$ cat config.mk
export PLATFORM = sky130hd
export DESIGN_NAME = twiddle_rot
export DESIGN_NICKNAME = d
export VERILOG_FILES = /design/src/rtl/twiddle_rot.sv
export SDC_FILE = /design/constraint.sdc
export NUM_CORES = 1
export LEC_CHECK = 0
export ABC_AREA = 1
export ABC_CLOCK_PERIOD_IN_PS = 3210
export BUFFER_PORTS_ARGS = -buffer_cell sky130_fd_sc_hd__buf_4
export CORE_UTILIZATION = 25
export DETAILED_ROUTE_END_ITERATION = 10
export PLACE_DENSITY_LB_ADDON = 0.2
export SLEW_MARGIN = 20
export SYNTH_ARGS = -nofsm -noshare
export SYNTH_HDL_FRONTEND = slang
export SYNTH_SLANG_ARGS = --single-unit
$ cat constraint.sdc
create_clock -name clk -period 3.21 [get_ports clk]
set_clock_uncertainty 0.1 [all_clocks]
set_input_delay 0.642 -clock clk [delete_from_list [all_inputs] [get_ports clk]]
set_output_delay 0.642 -clock clk [all_outputs]
set_load 0.05 [all_outputs]
$ cat src/rtl/twiddle_rot.sv
// -----------------------------------------------------------------------------
// twiddle_rot
// Rotates a complex sample by the radix-8 twiddle factor W8^k = exp(-j*pi*k/4)
// through a two-stage valid/ready pipeline.
//   S1 registers the sample, the pre-sums p = re + im and q = im - re, and k.
//   S2 applies the 1/sqrt(2) approximation (scale) or a swap/negate and holds
//   the result that drives the outputs.
//
// Ports
//   clk        : clock, all state updates on the rising edge
//   rst        : asynchronous active-low reset
//   in_valid   : input sample present
//   in_ready   : block accepts an input this cycle
//   in_re/im   : input sample, W = 2**N bit two's complement
//   k          : twiddle index 0..3
//   out_valid  : output sample present (registered)
//   out_ready  : downstream accepts the output this cycle
//   out_re/im  : rotated sample (registered)
// -----------------------------------------------------------------------------
module twiddle_rot #(
    parameter int N = 3
) (
    input  logic            clk,
    input  logic            rst,
    input  logic            in_valid,
    output logic            in_ready,
    input  logic [2**N-1:0] in_re,
    input  logic [2**N-1:0] in_im,
    input  logic [1:0]      k,
    output logic            out_valid,
    input  logic            out_ready,
    output logic [2**N-1:0] out_re,
    output logic [2**N-1:0] out_im
);

    localparam int W = 2**N;

    // Twiddle angles in units of -pi/4.
    typedef enum logic [1:0] {
        ROT_0   = 2'd0,
        ROT_45  = 2'd1,
        ROT_90  = 2'd2,
        ROT_135 = 2'd3
    } rot_e;

    // x * 0.703125 as a sum of arithmetic shifts, wrapping modulo 2^W.
    function automatic logic signed [W-1:0] scale(input logic signed [W-1:0] x);
        return (x >>> 1) + (x >>> 3) + (x >>> 4) + (x >>> 6);
    endfunction

    // Stage 1 registers
    logic                s1_valid_q, s1_valid_d;
    logic signed [W-1:0] s1_re_q,    s1_re_d;
    logic signed [W-1:0] s1_im_q,    s1_im_d;
    logic signed [W-1:0] s1_p_q,     s1_p_d;
    logic signed [W-1:0] s1_q_q,     s1_q_d;
    rot_e                s1_k_q,     s1_k_d;

    // Stage 2 registers
    logic                s2_valid_q, s2_valid_d;
    logic signed [W-1:0] s2_re_q,    s2_re_d;
    logic signed [W-1:0] s2_im_q,    s2_im_d;

    logic                s2_adv;
    logic                in_fire;
    logic signed [W-1:0] rot_re;
    logic signed [W-1:0] rot_im;

    // S2 moves whenever it is empty or its content is being consumed; S1
    // follows it, so a full pipe can drain and refill in the same cycle.
    assign s2_adv   = !s2_valid_q || out_ready;
    assign in_ready = !s1_valid_q || s2_adv;
    assign in_fire  = in_valid && in_ready;

    // S2 datapath: select/scale/negate from the S1 registers.
    // NOTE: every always_comb output gets a default first so no path leaves it
    // unassigned, which would otherwise infer a latch.
    always_comb begin
        rot_re = s1_re_q;
        rot_im = s1_im_q;
        case (s1_k_q)
            ROT_0: begin
                rot_re = s1_re_q;
                rot_im = s1_im_q;
            end
            ROT_45: begin
                rot_re = scale(s1_p_q);
                rot_im = scale(s1_q_q);
            end
            ROT_90: begin
                rot_re = s1_im_q;
                rot_im = -s1_re_q;
            end
            ROT_135: begin
                rot_re = scale(s1_q_q);
                rot_im = -scale(s1_p_q);
            end
            default: begin
                rot_re = s1_re_q;
                rot_im = s1_im_q;
            end
        endcase
    end

    // Next-state logic for both stages.
    always_comb begin
        s1_valid_d = s1_valid_q;
        s1_re_d    = s1_re_q;
        s1_im_d    = s1_im_q;
        s1_p_d     = s1_p_q;
        s1_q_d     = s1_q_q;
        s1_k_d     = s1_k_q;
        s2_valid_d = s2_valid_q;
        s2_re_d    = s2_re_q;
        s2_im_d    = s2_im_q;

        if (in_fire) begin
            s1_valid_d = 1'b1;
            s1_re_d    = in_re;
            s1_im_d    = in_im;
            s1_p_d     = in_re + in_im;
            s1_q_d     = in_im - in_re;
            s1_k_d     = rot_e'(k);
        end else if (s2_adv) begin
            // S1 content moved on with nothing behind it.
            s1_valid_d = 1'b0;
        end

        if (s2_adv) begin
            s2_valid_d = s1_valid_q;
            if (s1_valid_q) begin
                s2_re_d = rot_re;
                s2_im_d = rot_im;
            end
        end
    end

    // NOTE: sequential state uses non-blocking assignments so every register
    // samples the pre-edge value of its neighbours regardless of update order.
    always_ff @(posedge clk or negedge rst) begin
        if (!rst) begin
            s1_valid_q <= 1'b0;
            s1_re_q    <= '0;
            s1_im_q    <= '0;
            s1_p_q     <= '0;
            s1_q_q     <= '0;
            s1_k_q     <= ROT_0;
            s2_valid_q <= 1'b0;
            s2_re_q    <= '0;
            s2_im_q    <= '0;
        end else begin
            s1_valid_q <= s1_valid_d;
            s1_re_q    <= s1_re_d;
            s1_im_q    <= s1_im_d;
            s1_p_q     <= s1_p_d;
            s1_q_q     <= s1_q_d;
            s1_k_q     <= s1_k_d;
            s2_valid_q <= s2_valid_d;
            s2_re_q    <= s2_re_d;
            s2_im_q    <= s2_im_d;
        end
    end

    assign out_valid = s2_valid_q;
    assign out_re    = s2_re_q;
    assign out_im    = s2_im_q;

endmodule

==> Flow_metrics.wiki <==
{| class="wikitable"
! Metric !! Value
|-
| Number of input and output port buffers inserted || 39
|-
| Arrival time of the worst setup path || 3230 ps
|-
| Power density over the cells || 936 nW/µm²
|-
| Number of enable flip-flop cells after synthesis || 0
|-
| Outcome || finished, final reports clean
|-
| Overall Global Routing Usage || 14.4%
|-
| Detail-routed via count per cell || 4.60
|-
| Slack of the critical path || 36.8 ps
|-
| Remaining DRCs || 0
|-
| Htree depth || 2
|-
| Area growth from synthesis to layout || 21.3%
|-
| Critical path capture point type || register
|-
| Fmax || 0.315 GHz
|-
| Setup Viol. Count Final || 0
|-
| Number of distinct library cells after synthesis || 33
|-
| Peak supply drop || 0.000329 V
|-
| CTS max path bufs || 2
|-
| Post-detailed-route wirelength per cell || 13.8 µm
|-
| Data required, critical path || 3270 ps
|-
| Num CTS Buffers || 5
|-
| Leakage power figure || 2.42 nW
|-
| Die ar. || 16200 µm²
|-
| Synthesized instance count || 527
|-
| Cell types with the largest area share after synthesis || sky130_fd_sc_hd__dfrtp_1 32%, sky130_fd_sc_hd__nand2_1 15%, sky130_fd_sc_hd__ha_1 11%
|-
| Total of max-cap violations || 0
|-
| Final slew viol count || 0
|-
| Hold Violations, Final || 0
|-
| Power after layout || 0.00446 W
|-
| Final TNS setup || 0 ps
|-
| Core Rows || 45
|-
| Cell chosen for the clock root || sky130_fd_sc_hd__clkbuf_16
|-
| Post-Route WL || 10900 µm
|-
| Worst hold path class || in2async
|-
| Routed via count || 3635
|-
| Violation count after the first detailed-route iteration || 204
|-
| Element type at the critical path start || register
|-
| Biggest area consumer among synthesized cells || sky130_fd_sc_hd__dfrtp_1
|-
| Last weighted congestion value of the routability-driven placer || 0.843
|-
| Post-Synthesis Net Count || 597
|-
| Number of synthesized register bits || 50
|-
| Total iterations of the first detailed-routing run || 5
|-
| Netlist Area Pre-Place || 3930 µm²
|-
| Core ar. || 15300 µm²
|-
| Number of cells in the design after placement || 775
|-
| Share of the synthesized area in the top cell type || 31.8%
|-
| Die extent in y || 127 µm
|-
| Clock Sinks || 50
|-
| Antenna fix cells || 0
|-
| Critical path class || reg2reg
|-
| Tightest slew margin relative to the limit || 27.3%
|-
| Yosys warnings || 0
|-
| Post-DP HPWL || 8770 µm
|-
| Final non-filler cell total || 790
|-
| Most frequent cell after synthesis || sky130_fd_sc_hd__nand2_1
|-
| Clock transition at the register clock pins on the worst setup and hold paths after CTS || 60 ps
|-
| Slew at the pin with the worst max-slew slack || 1090 ps
|-
| Total gr overflow || 0
|-
| Total of hold buffers inserted after clock tree synthesis || 0
|-
| Share of async-settable or async-resettable flops after synthesis || 100%
|-
| X dimension of the die || 127 µm
|-
| Count of antenna-violating nets left after detailed routing || 0
|-
| Average cell area after synthesis || 7.45 µm²
|-
| Initial Utilization || 25.7%
|-
| Layout net count || 648
|-
| Post-route fraction of the period consumed by the critical path || 98.9%
|-
| Proportion of layout cells with a drive suffix above 1 || 16.1%
|-
| Antenna violations before repair || 0
|-
| Crit path max fanout || 2
|-
| Most used flip-flop cell after synthesis || sky130_fd_sc_hd__dfrtp_1
|-
| Worst-case setup slack after placement || -146 ps
|-
| Count of pins on the block boundary || 40
|-
| Maximum number of pins on one net before global-route repair || 51
|-
| CTS tree || built
|-
| Insertion delay to the later sink of the worst-skew pair || 290 ps
|-
| Sequential-to-total area share from yosys stat || 31.8%
|-
| List of most frequent post-synthesis cells || 157 x sky130_fd_sc_hd__nand2_1, 65 x sky130_fd_sc_hd__inv_1, 50 x sky130_fd_sc_hd__dfrtp_1, 42 x sky130_fd_sc_hd__o21ai_0, 34 x sky130_fd_sc_hd__ha_1
|-
| Setup repair after global routing missed its margin || yes
|-
| First-pass GRT wire length || 18200 µm
|-
| Final worst path period need || 3170 ps
|-
| Number of global-route vias before repair || 3625
|}
## cells by family (layout without fill, tap and decap cells)
group           count (synthesis)  in the layout  synth area share [%]
buf+inv                        82            134                  8.38
xor+xnor                        9              9                  2.01
simple gates                  243            243                  26.3
compound gates                 95             95                  13.5
fa+ha+maj                      48             48                  18.0
flops                          50             50                  31.8
## placed cells by master (no fill, tap or decap), drive strengths merged, types with 2 or more instances in the layout
cell | netlist | final
o211ai | 7 | 7
o22ai | 5 | 5
fa | 14 | 14
buf | 7 | 57
nand4 | 9 | 9
a221oi | 4 | 4
clkbuf | 6 | 7
dfrtp | 50 | 50
a21oi | 25 | 25
nor2 | 34 | 34
xor2 | 8 | 8
nand3 | 33 | 33
o21ai | 51 | 51
nand3b | 3 | 3
or2 | 2 | 2
ha | 34 | 34
inv | 69 | 69
nand2 | 160 | 160
nor3 | 2 | 2
## final timing paths
path / startpoint / endpoint / slack [ps] / cells past startpoint
setup / recovery: s1_p_q[2] / out_im[3] / 40 / 16
hold / removal: rst / out_re[1] / 270 / 1
setup reg to reg: s1_p_q[2] / out_im[3] / 40 / 16
hold reg to reg: out_re[4] / out_re[4] / 380 / 2
max in group asynchronous: rst / s1_q_q[6] / 2300 / 1
min in group clk: out_re[4] / out_re[4] / 380 / 2
## registers in the layout, summed over array words and instances (netlist names)
signal and cells:
out_re 8, out_valid 1, s1_p_q 7, s1_im_q 8, s1_valid_q 1, s1_q_q 7, out_im 8, s1_re_q 8
s1_k_q 2
## final cells by class
class | count | area, µm²
tap | 211 | 264
clock buffer | 7 | 133
sequential | 50 | 1250
multi-input combinational | 395 | 2400
inverter | 69 | 259
clock inverter | 1 | 30.0
timing repair buffer | 57 | 432
fill | 1657 | 10500
## critical path, stage by stage, from the launching register on
cell and delay, ps:
sky130_fd_sc_hd__dfrtp_1 340, sky130_fd_sc_hd__inv_2 40, sky130_fd_sc_hd__fa_1 550, sky130_fd_sc_hd__fa_1 400
sky130_fd_sc_hd__inv_1 70, sky130_fd_sc_hd__ha_2 180, sky130_fd_sc_hd__inv_2 40, sky130_fd_sc_hd__fa_1 500
sky130_fd_sc_hd__nand2_1 70, sky130_fd_sc_hd__nor2_2 100, sky130_fd_sc_hd__nand2_1 70, sky130_fd_sc_hd__inv_2 80
sky130_fd_sc_hd__buf_4 110, sky130_fd_sc_hd__buf_6 80, sky130_fd_sc_hd__o211ai_2 70, sky130_fd_sc_hd__a21oi_2 140
sky130_fd_sc_hd__o21ai_1 80
## report_power, final
part,internal [W],switching [W],leakage [nW]
clock network,0.000369,0.000226,0.0781
registers,0.000799,0.000145,0.613
logic,0.00108,0.00184,1.73
total,0.00225,0.00222,2.42
## per-layer routing
metal / part of all wire (%) / global-route usage, %
met3: 3.9 / 2.72
met2: 44 / 22.3
met1: 50 / 20.1
met5: 0 / 0
met4: 1.6 / 4.69
## per-stage QoR
step	util (%)	hold WS (ps)	cell area, µm²
after floorplan	-	246	3930
after global placement	29.5	366	4500
after detailed placement	29.5	370	4500
after CTS	30.9	296	4720
after global routing	31.2	324	4770
final	31.2	267	4770
## repair_timing
action                                 in CTS  in global routing
setup endpoints to repair                   6                  8
resized for setup                          11                  8
pin swaps                                  11                  8
endpoints found under the hold margin       0                  0
setup buffers                               5                  2
No activity file was read; power rests on OpenSTA's default activity.
